--- config.mk ---
export PLATFORM = sky130hd
export DESIGN_NAME = uart_rx
export DESIGN_NICKNAME = d
export VERILOG_FILES = /design/src/rtl/uart_pkg.sv /design/src/rtl/sync_2ff.sv /design/src/rtl/uart_rx.sv
export SDC_FILE = /design/constraint.sdc
export NUM_CORES = 1
export LEC_CHECK = 0
export ABC_AREA = 1
export CAP_MARGIN = 25
export CORE_MARGIN = 1.5
export CORE_UTILIZATION = 40
export DETAILED_ROUTE_END_ITERATION = 16
export REMOVE_ABC_BUFFERS = 1
export SLEW_MARGIN = 20
export SYNTH_ARGS = -nofsm -noshare
export SYNTH_HDL_FRONTEND = slang
export SYNTH_SLANG_ARGS = --single-unit
--- constraint.sdc ---
create_clock -name clk -period 1.8 [get_ports clk]
set_clock_uncertainty 0.15 [all_clocks]
set_input_delay 0.36 -clock clk [delete_from_list [all_inputs] [get_ports clk]]
set_output_delay 0.36 -clock clk [all_outputs]
set_load 0.01 [all_outputs]
--- src/rtl/uart_pkg.sv ---
// Shared UART definitions: one-hot receiver/transmitter state encodings and
// default frame geometry.
package uart_pkg;

    localparam int DATA_BITS_DEF  = 8;
    localparam int OVERSAMPLE_DEF = 16;

    typedef logic [3:0] state_t;

    localparam state_t IDLE  = 4'b0001;
    localparam state_t START = 4'b0010;
    localparam state_t DATA  = 4'b0100;
    localparam state_t STOP  = 4'b1000;

endpackage

--- src/rtl/sync_2ff.sv ---
// Two-flop synchronizer for a single asynchronous input, with a selectable
// reset value so idle-high lines come out of reset inactive.
module sync_2ff #(
    parameter logic RESET_VAL = 1'b1
) (
    input  logic clk,
    input  logic rst_count,
    input  logic d,
    output logic q
);

    logic sync_p0;
    logic sync_p1;

    always_ff @(posedge clk or negedge rst_count) begin
        if (!rst_count) begin
            sync_p0 <= RESET_VAL;
            sync_p1 <= RESET_VAL;
        end else begin
            sync_p0 <= d;
            sync_p1 <= sync_p0;
        end
    end

    assign q = sync_p1;

endmodule

--- src/rtl/uart_rx.sv ---
// 8N1 UART receiver driven by a 16x oversampling tick enable; presents each
// correctly framed byte on d_out with a one-clk rx_done strobe.
module uart_rx
    import uart_pkg::*;
#(
    parameter int DATA_BITS  = DATA_BITS_DEF,
    parameter int OVERSAMPLE = OVERSAMPLE_DEF
) (
    input  logic                 clk,
    input  logic                 rst_count,
    input  logic                 baud_tick,
    input  logic                 rx,
    output logic [DATA_BITS-1:0] d_out,
    output logic                 rx_done,
    output logic                 frame_err
);

    localparam int CNT_W = $clog2(OVERSAMPLE);
    localparam int IDX_W = $clog2(DATA_BITS);
    localparam logic [CNT_W-1:0] CNT_MID  = CNT_W'(OVERSAMPLE / 2);
    localparam logic [CNT_W-1:0] CNT_LAST = CNT_W'(OVERSAMPLE - 1);
    localparam logic [IDX_W-1:0] IDX_LAST = IDX_W'(DATA_BITS - 1);

    state_t               state;
    state_t               state_nxt;
    logic                 rx_s;
    logic                 rx_prev;
    logic [CNT_W-1:0]     tick_cnt;
    logic [CNT_W-1:0]     cnt_inc;
    logic [IDX_W-1:0]     bit_idx;
    logic [DATA_BITS-1:0] shift_reg;

    logic start_edge;
    logic mid_hit;
    logic full_hit;
    logic cnt_clr;
    logic cnt_en;
    logic idx_clr;
    logic shift_en;
    logic load_en;
    logic err_en;

    sync_2ff #(.RESET_VAL(1'b1)) u_sync (
        .clk       (clk),
        .rst_count (rst_count),
        .d         (rx),
        .q         (rx_s)
    );

    assign cnt_inc    = tick_cnt + CNT_W'(1);
    assign start_edge = rx_prev & ~rx_s;
    assign mid_hit    = baud_tick && (cnt_inc == CNT_MID);
    // Counter wraps to zero on this tick, marking one full bit period.
    assign full_hit   = baud_tick && (tick_cnt == CNT_LAST);

    always_ff @(posedge clk or negedge rst_count) begin
        if (!rst_count) begin
            state   <= IDLE;
            rx_prev <= 1'b1;
        end else begin
            state   <= state_nxt;
            rx_prev <= rx_s;
        end
    end

    always_comb begin
        state_nxt = state;
        case (state)
            IDLE:    if (start_edge) state_nxt = START;
            START:   if (mid_hit) state_nxt = rx_s ? IDLE : DATA;
            DATA:    if (full_hit && (bit_idx == IDX_LAST)) state_nxt = STOP;
            STOP:    if (full_hit) state_nxt = IDLE;
            default: state_nxt = IDLE;
        endcase
    end

    always_comb begin
        cnt_clr  = 1'b0;
        cnt_en   = 1'b0;
        idx_clr  = 1'b0;
        shift_en = 1'b0;
        load_en  = 1'b0;
        err_en   = 1'b0;
        case (state)
            IDLE: cnt_clr = 1'b1;
            START: begin
                cnt_en = baud_tick;
                if (mid_hit && !rx_s) begin
                    cnt_clr = 1'b1;
                    idx_clr = 1'b1;
                end
            end
            DATA: begin
                cnt_en   = baud_tick;
                shift_en = full_hit;
            end
            STOP: begin
                cnt_en  = baud_tick;
                load_en = full_hit & rx_s;
                err_en  = full_hit & ~rx_s;
            end
            default: cnt_clr = 1'b1;
        endcase
    end

    always_ff @(posedge clk or negedge rst_count) begin
        if (!rst_count) begin
            tick_cnt  <= '0;
            bit_idx   <= '0;
            d_out     <= '0;
            rx_done   <= 1'b0;
            frame_err <= 1'b0;
        end else begin
            if (cnt_clr)
                tick_cnt <= '0;
            else if (cnt_en)
                tick_cnt <= cnt_inc;
            if (idx_clr)
                bit_idx <= '0;
            else if (shift_en)
                bit_idx <= bit_idx + IDX_W'(1);
            if (load_en)
                d_out <= shift_reg;
            rx_done   <= load_en;
            frame_err <= err_en;
        end
    end

    // Shift register is pure datapath; d_out only ever sees it after a full frame.
    always_ff @(posedge clk) begin
        if (shift_en)
            shift_reg <= {rx_s, shift_reg[DATA_BITS-1:1]};
    end

endmodule

==> results of run 1 <==
cells by family (layout without fill, tap and decap cells):
group / after synthesis / after routing / share of synthesized area [%]
buffers and inverters: 16 / 41 / 4.597
xor gates and xnor gates: 3 / 3 / 1.970
AOI/OAI and AO/OA: 2 / 2 / 1.032
muxes: 1 / 1 / 0.7505
DFF: 32 / 32 / 63.41
adders and majority gates: 3 / 3 / 2.815
and+or+nand+nor: 80 / 80 / 25.42
final timing paths:
path / cells past startpoint / end / slack (ps)
max: 1 / d_out[0] / 50
min: 0 / u_sync.q / 210
max reg2reg: 5 / shift_reg[4] / 210
min reg2reg: 0 / u_sync.q / 210
max in group asynchronous: 2 / rx_prev / 990
min in group asynchronous: 2 / state[3] / 220
repair_timing:
item / CTS / global route
setup buffers: 0 / 0
resized for setup: 0 / 5
hold endpoints to repair: 0 / 0
endpoints found under the setup margin: 0 / 5
power breakdown:
group	internal [uW]	switching (uW)
Clock	291	246
Sequential	790	29.1
Combinational	81.2	147
Total	1160	422
per-layer routing:
metal	track usage, %	vias to the layer above
met5	0	-
met4	5.590	0
met3	6.397	2
met2	23.66	18
met1	19.89	415
li1	-	479
per-stage QoR:
| stage | total power (uW) | TNS [ps] | std cells | instance area (um2) |
|---|---|---|---|---|
| after floorplan | 999.5 | 0 | 137 | 1334 |
| after global placement | 1054 | -426.7 | 198 | 1549 |
| after detailed placement | 1065 | -496.8 | 198 | 1549 |
| after CTS | 1608 | 0 | 206 | 1625 |
| after global routing | 1685 | 0 | 206 | 1638 |
| final | 1584 | 0 | 206 | 1638 |
layout make-up:
cell class / instances / share of cell area (%)
clock inverter: 2 / 2.139
timing repair buffer: 17 / 10.54
inverter: 16 / 3.743
tap: 44 / 3.361
multi-input combinational: 89 / 26.05
clock buffer: 6 / 2.521
sequential: 32 / 51.64
cell usage after synthesis:
master | n | area, um2
xnor2_1 | 1 | 8.760
or2_2 | 1 | 6.260
nor4_1 | 1 | 6.260
o21ai_2 | 1 | 8.760
xor2_1 | 2 | 17.52
nand2_1 | 54 | 202.7
nor2_1 | 12 | 45.04
nand3_2 | 1 | 10.01
inv_2 | 2 | 7.510
a21oi_1 | 1 | 5.000
ha_1 | 3 | 37.54
clkinv_2 | 1 | 5.000
inv_1 | 13 | 48.80
and2_1 | 1 | 6.260
nor2_4 | 1 | 11.26
dfrtp_1 | 20 | 500.5
mux2i_1 | 1 | 10.01
edfxtp_1 | 8 | 240.2
nand3_1 | 4 | 20.02
nand2_2 | 1 | 6.260
nand4_1 | 4 | 25.02
dfstp_2 | 4 | 105.1
==> key figures, run 1 <==
Status
  – Status: finished, final reports clean

GRT
  – Initial antenna violation count: 0
  – First-pass GRT wire length: 4.050 mm
  – Largest net degree at the start of global routing: 25
  – Vias in the first global route: 902
  – Global Route Usage Sum: 15.48%
  – GR Overflow Total: 0

Place
  – I/O Buffers: 13
  – Placer Congestion: 0.8441
  – Detail Placement HPWL: 1.645 mm
  – Dpl ws: -53.61 ps

STA
  – FMAX: 0.5726 GHz
  – RSZ-0062 raised after global routing: no
  – Final setup violation count: 0
  – Hold slack: 213.8 ps
  – Fin crit period: 1746 ps
  – Period utilization: 97.02%
  – Setup WS post-layout: 53.63 ps
  – Tightest Pin Transition: 319.6 ps
  – Slew Limit Fails: 0
  – Relative slew slack: 78.61%
  – Final hold violations: 0

Detailed routing
  – Max Used Layer: met4
  – Met3 wire len: 108 um
  – Drt via density: 4.437
  – Post-route ant nets: 0
  – DRT Pass-1 Iters: 4
  – Iteration-0 DRC Markers: 28
  – Drt drc: 0
  – Via Count: 914
  – Drt total wl: 2.272 mm
  – Met2 WL: 1.006 mm
  – Met1 WL: 1.143 mm
  – Drt wl/cell: 11.03 um

Worst setup path
  – Critical setup path kind: flip-flop to output port
  – Worst path bufs/invs: 1
  – Worst setup EP type: output port
  – Slowest CP cell: clkdlybuf4s50_1
  – R2r startpoint: state[1]
  – Req. time, crit path: 1290 ps
  – CP Launch Point: d_out[0]
  – CP Max Fanout: 2
  – Delay-heaviest family, CP: buffers and inverters
  – Critical path, cell by cell: clkdlybuf4s50_1
  – Crit path DAT: 1240 ps
  – Startpoint types: flip-flop
  – Crit path largest cell delay: 540 ps

Finish
  – Register area: 845.8 um2
  – Most frequent cells in the layout: 54 x nand2_1, 20 x dfrtp_1, 13 x inv_1
  – Antenna Cells: 0
  – Nets: 168
  – Area occupied by multi-input gates: 426.7 um2
  – Finished Core Util: 52.78%
  – Area grow syn2layout: 22.80%
  – Filler cells: 307
  – Most common cell after layout, fill and taps aside: nand2_1
  – Share of cells above drive strength 1: 14.20%

Synth
  – Seq cells post-synth: 32
  – Syn Std Cell Area: 0.001334 mm2
  – Distinct cell type count after synthesis: 22
  – Mapped Avg Cell Area: 9.736 um2
  – Post-Syn Instances: 137
  – Post-synthesis sequential area ratio: 63.41%
  – Synthesis Warnings: 0

Clocking
  – Clock root buffer: clkbuf_4
  – Clock Latency Late Sink: 330 ps
  – Total CTS buffers: 5
  – Clk buf depth: 2
  – CTS HTree Levels: 2
  – CTS Sinks: 32
  – CTS tree: built
  – CTS clk-pin slew, worst paths: 100 ps
  – Hold-fix buffers, CTS: 0

Worst hold path
  – Hold_sp: u_sync.sync_p0
  – Worst Hold Class: flip-flop to flip-flop

Power
  – P per Cell Area: 967.4 mW/mm2
  – LEAKAGE: 0.0008954 uW
  – Maximum vdd drop: 0.0005488 V

Floorplanning
  – Die height: 60.75 um
  – Site Rows: 20
  – Die width: 60.75 um
  – Initial core utilization: 42.98%
  – Core Region: 0.003103 mm2
  – I/O Pins: 14
  – Die ar.: 0.003690 mm2

Run
  – MaxCap Viol Count: 0
(Power assumes the default switching activity.)
==> inputs of run 2 (changes only) <==
CAP_MARGIN = 20   (was 25)
CELL_PAD_IN_SITES_DETAIL_PLACEMENT = 1   (was default)
CELL_PAD_IN_SITES_GLOBAL_PLACEMENT = 1   (was default)
CORE_MARGIN = default   (was 1.5)
PLACE_DENSITY_LB_ADDON = 0.1   (was default)
==> key figures, run 2 (same netlist as run 1, synthesis figures left out) <==
Status
  – Status: finished, final reports clean

STA
  – FMAX: 0.5757 GHz
  – Hold slack: 214.0 ps
  – Slew Limit Fails: 0
  – RSZ-0062 raised after global routing: no
  – Period utilization: 96.50%
  – Final hold violations: 0
  – Tightest Pin Transition: 312.0 ps
  – Setup WS post-layout: 63.03 ps
  – Final setup violation count: 0
  – Fin crit period: 1737 ps
  – Relative slew slack: 79.12%

Worst setup path
  – Critical path, cell by cell: clkdlybuf4s50_1
  – Worst path bufs/invs: 1
  – CP Max Fanout: 2
  – Worst setup EP type: output port
  – Delay-heaviest family, CP: buffers and inverters
  – Req. time, crit path: 1290 ps
  – Crit path largest cell delay: 530 ps
  – R2r endpoint: tick_cnt[0]
  – Critical setup path kind: flip-flop to output port
  – Crit path DAT: 1230 ps
  – Slowest CP cell: clkdlybuf4s50_1
  – Startpoint types: flip-flop
  – Reg2Reg Setup Slack: 160 ps
  – R2R depth: 6
  – R2r startpoint: state[2]

Worst hold path
  – Hold_sp: u_sync.sync_p0
  – Endpoint, Worst Hold: u_sync.q
  – Hold depth: 0
  – Worst Hold Class: flip-flop to flip-flop

Floorplanning
  – Site Rows: 20
  – I/O Pins: 14
  – Core Region: 0.003103 mm2
  – Die height: 59.75 um
  – Die width: 59.75 um
  – Initial core utilization: 42.98%
  – Die ar.: 0.003569 mm2

Finish
  – Area grow syn2layout: 22.42%
  – Area occupied by multi-input gates: 431.7 um2
  – Filler cells: 385
  – Non-filler cells, final: 206
  – Design area: 0.001633 mm2
  – Share of cells above drive strength 1: 15.43%
  – Most common cell after layout, fill and taps aside: nand2_1
  – Antenna Cells: 0
  – Register area: 845.8 um2
  – Most frequent cells in the layout: 53 x nand2_1, 20 x dfrtp_1, 13 x inv_1
  – Nets: 168

Place
  – Detail Placement HPWL: 1.859 mm
  – I/O Buffers: 13
  – DP Area: 0.001549 mm2
  – DP Cell Count: 198
  – Placer Congestion: 0.7304
  – Dpl ws: -80.61 ps

Power
  – Net Sw Frac: 26.66%
  – P per Cell Area: 973.1 mW/mm2
  – Comb power frac: 15.1%
  – Int Pwr: 1165 uW
  – Clk pwr share: 33.3%
  – Seq pwr share: 51.6%
  – Maximum vdd drop: 0.0005231 V
  – Sw power: 423.7 uW
  – Design Power: 1589 uW
  – LEAKAGE: 0.0008204 uW

GRT
  – First-pass GRT wire length: 4.360 mm
  – Initial antenna violation count: 0
  – GR Overflow Total: 0
  – Vias in the first global route: 1000
  – Global Route Usage Sum: 17.43%
  – Largest net degree at the start of global routing: 25

Detailed routing
  – DRT Pass-1 Iters: 4
  – Drt wl/cell: 12.10 um
  – Drt via density: 4.573
  – Post-route ant nets: 0
  – Drt total wl: 2.493 mm
  – Drt drc: 0
  – Iteration-0 DRC Markers: 23
  – Via Count: 942

Clocking
  – Clk buf depth: 2
  – Clock root buffer: clkbuf_4
  – Hold-fix buffers, CTS: 0
  – CTS clk-pin slew, worst paths: 100 ps
  – Clock Latency Late Sink: 330 ps
  – CTS Sinks: 32
  – Total CTS buffers: 5
  – CTS HTree Levels: 2
  – CTS tree: built

Run
  – MaxCap Viol Count: 0
==> run 2: cell count changes in the layout (fill, tap and decap cells not counted), sizes merged <==
cell,delta
clkdlybuf4s50,+4
dlymetal6s2s,-4
==> run 2: metrics by stage <==
step                      utilization (%)  TNS [ps]
final                               52.62         0
after global routing                52.62         0
after detailed placement            49.92     -1209
after global placement              49.92    -308.6
after CTS                           52.38         0
after floorplan                         -         0
==> run 2: final cells by class <==
cell class | count | area share (%)
multi-input combinational | 89 | 26.44
clock buffer | 6 | 2.529
inverter | 16 | 3.755
clock inverter | 2 | 2.146
tap | 44 | 3.372
sequential | 32 | 51.80
timing repair buffer | 17 | 9.962
==> run 2: routing by layer <==
layer	routed length, um	up-vias	track usage, %
li1	-	473	-
met1	1156	449	20.34
met2	1182	14	27.94
met3	92	6	6.494
met4	61	0	8.970
met5	0	-	0
==> run 2: power by group through the flow <==
| stage | clock network [uW] | logic, uW | registers, uW |
|---|---|---|---|
| final | 528 | 240 | 820 |
| after global routing | 574 | 278 | 826 |
| after CTS | 551 | 242 | 820 |
| after detailed placement | 0 | 241 | 835 |
| after global placement | 0 | 226 | 831 |
| after floorplan | 0 | 173 | 827 |
==> run 2: repair_timing <==
action                                  4_1_cts  5_1_grt
endpoints found under the setup margin        0        5
buffers inserted                              0        0
resized for setup                             0        3
hold endpoints to repair                      0        0
==> run 2: worst max-delay path by stage <==
stage	from	endpoint	slack, ps	depth (start not counted)
after floorplan	tick_cnt[0]	shift_reg[0]	300	5
after global placement	baud_tick	shift_reg[7]	-30	5
after detailed placement	baud_tick	shift_reg[6]	-80	5
after CTS	d_out[2]	d_out[2]	30	1
after global routing	d_out[5]	d_out[5]	0.9	1
final	d_out[6]	d_out[6]	60	1
==> inputs of run 3 (changes only) <==
HOLD_SLACK_MARGIN = 0.1   (was default)
RECOVER_POWER = 25   (was default)
==> key figures, run 3 (same netlist as run 1, synthesis figures left out) <==
Worst setup path
  – Req. time, crit path: 1290 ps
  – Critical path, cell by cell: clkdlybuf4s50_1
  – Crit path largest cell delay: 530 ps
  – Worst path bufs/invs: 1
  – Startpoint types: flip-flop
  – Worst setup EP type: output port
  – Slowest CP cell: clkdlybuf4s50_1
  – Delay-heaviest family, CP: buffers and inverters
  – Critical setup path kind: flip-flop to output port
  – CP Max Fanout: 2
  – Crit path DAT: 1230 ps

Run
  – MaxCap Viol Count: 0

Detailed routing
  – Drt via density: 4.573
  – Via Count: 942
  – Drt drc: 0
  – Drt wl/cell: 12.10 um
  – Drt total wl: 2.492 mm
  – Post-route ant nets: 0
  – Iteration-0 DRC Markers: 23
  – DRT Pass-1 Iters: 4

GRT
  – GR Overflow Total: 0
  – Global Route Usage Sum: 17.43%
  – Met1 usage: 20.34%
  – Largest net degree at the start of global routing: 25
  – Initial antenna violation count: 0
  – First-pass GRT wire length: 4.360 mm
  – Met2 Usage GRT: 27.94%
  – Vias in the first global route: 1000
  – Busiest layer in global routing: met2
  – Met3 usage: 6.494%

Place
  – DP Area: 0.001549 mm2
  – DP Cell Count: 198
  – Detail Placement HPWL: 1.859 mm
  – Dpl ws: -80.61 ps
  – I/O Buffers: 13
  – Placer Congestion: 0.7304

Clocking
  – CTS clk-pin slew, worst paths: 100 ps
  – CTS Sinks: 32
  – Hold-fix buffers, CTS: 0
  – CTS tree: built
  – CTS HTree Levels: 2
  – Total CTS buffers: 5
  – Clock Latency Late Sink: 330 ps
  – Clk buf depth: 2
  – Clock root buffer: clkbuf_4

STA
  – Final hold violations: 0
  – Final setup violation count: 0
  – Setup WS post-layout: 63.03 ps
  – FMAX: 0.5757 GHz
  – Fin crit period: 1737 ps
  – Relative slew slack: 59.76%
  – Slew Limit Fails: 0
  – RSZ-0062 raised after global routing: no
  – Period utilization: 96.50%
  – Tightest Pin Transition: 603.7 ps

Floorplanning
  – Die ar.: 0.003569 mm2
  – Die width: 59.75 um
  – Core Region: 0.003103 mm2
  – Initial core utilization: 42.98%
  – Site Rows: 20
  – Die height: 59.75 um
  – I/O Pins: 14

Finish
  – Finished Core Util: 52.54%
  – Most common cell after layout, fill and taps aside: nand2_1
  – Area grow syn2layout: 22.23%
  – Share of cells above drive strength 1: 15.43%
  – Design area: 0.001630 mm2
  – Nets: 168
  – Antenna Cells: 0
  – Non-filler cells, final: 206
  – Most frequent cells in the layout: 53 x nand2_1, 20 x dfrtp_1, 13 x inv_1

Power
  – Maximum vdd drop: 0.0005230 V
  – LEAKAGE: 0.0008203 uW
  – Design Power: 1587 uW
  – P per Cell Area: 973.6 mW/mm2

Status
  – Status: finished, final reports clean

Worst hold path
  – Worst Hold Class: flip-flop to flip-flop
## run 3: cell count changes in the layout (fill, tap and decap cells not counted), sizes merged
cell           previous run  this run
clkdlybuf4s50            12        10
dlygate4sd3               0         2
buf                       4         3
clkbuf                    6         7
## run 3: final cells by class
type	count	area [um2]
Sequential cell	32	845.8
Tap cell	44	55.05
Timing Repair Buffer	17	160.2
Multi-Input combinational cell	89	431.7
Clock buffer	6	41.29
Inverter	16	61.31
Clock inverter	2	35.03
Fill cell	385	1473
## run 3: per-stage QoR
step / TNS (ps) / hold WS [ps]
after detailed placement: -1209 / 200.3
final: 0 / 214.0
after global placement: -308.6 / 197.4
after floorplan: 0 / -85.59
after global routing: 0 / 221.4
after CTS: 0 / 216.0
## run 3: where the power goes
part           internal, uW  switching (uW)  total, uW
logic                  82.2             157        239
registers               790            29.8        820
clock network           291             237        528
## run 3: final timing paths
kind,startpoint,to,slack [ps],cells past startpoint
setup reg to reg,state[2],tick_cnt[0],160,6
hold reg to reg,u_sync.sync_p0,u_sync.q,210,0
max in group asynchronous,rst_count,tick_cnt[2],690,2
setup / recovery,d_out[6],d_out[6],60,1
hold / removal,u_sync.sync_p0,u_sync.q,210,0
min in group asynchronous,rst_count,state[1],410,2
## run 3: timing repair
action | 4_1_cts | 5_1_grt
buffers inserted | 0 | 0
resized for setup | 0 | 3
endpoints found under the setup margin | 0 | 5
## run 3: routing by layer
metal / routed length (um) / part of all wire [%] / vias up
met3: 92 / 3.7 / 6
met4: 61 / 2.4 / 0
met1: 1156 / 46 / 449
met5: 0 / 0 / -
li1: - / - / 473
met2: 1181 / 47 / 14
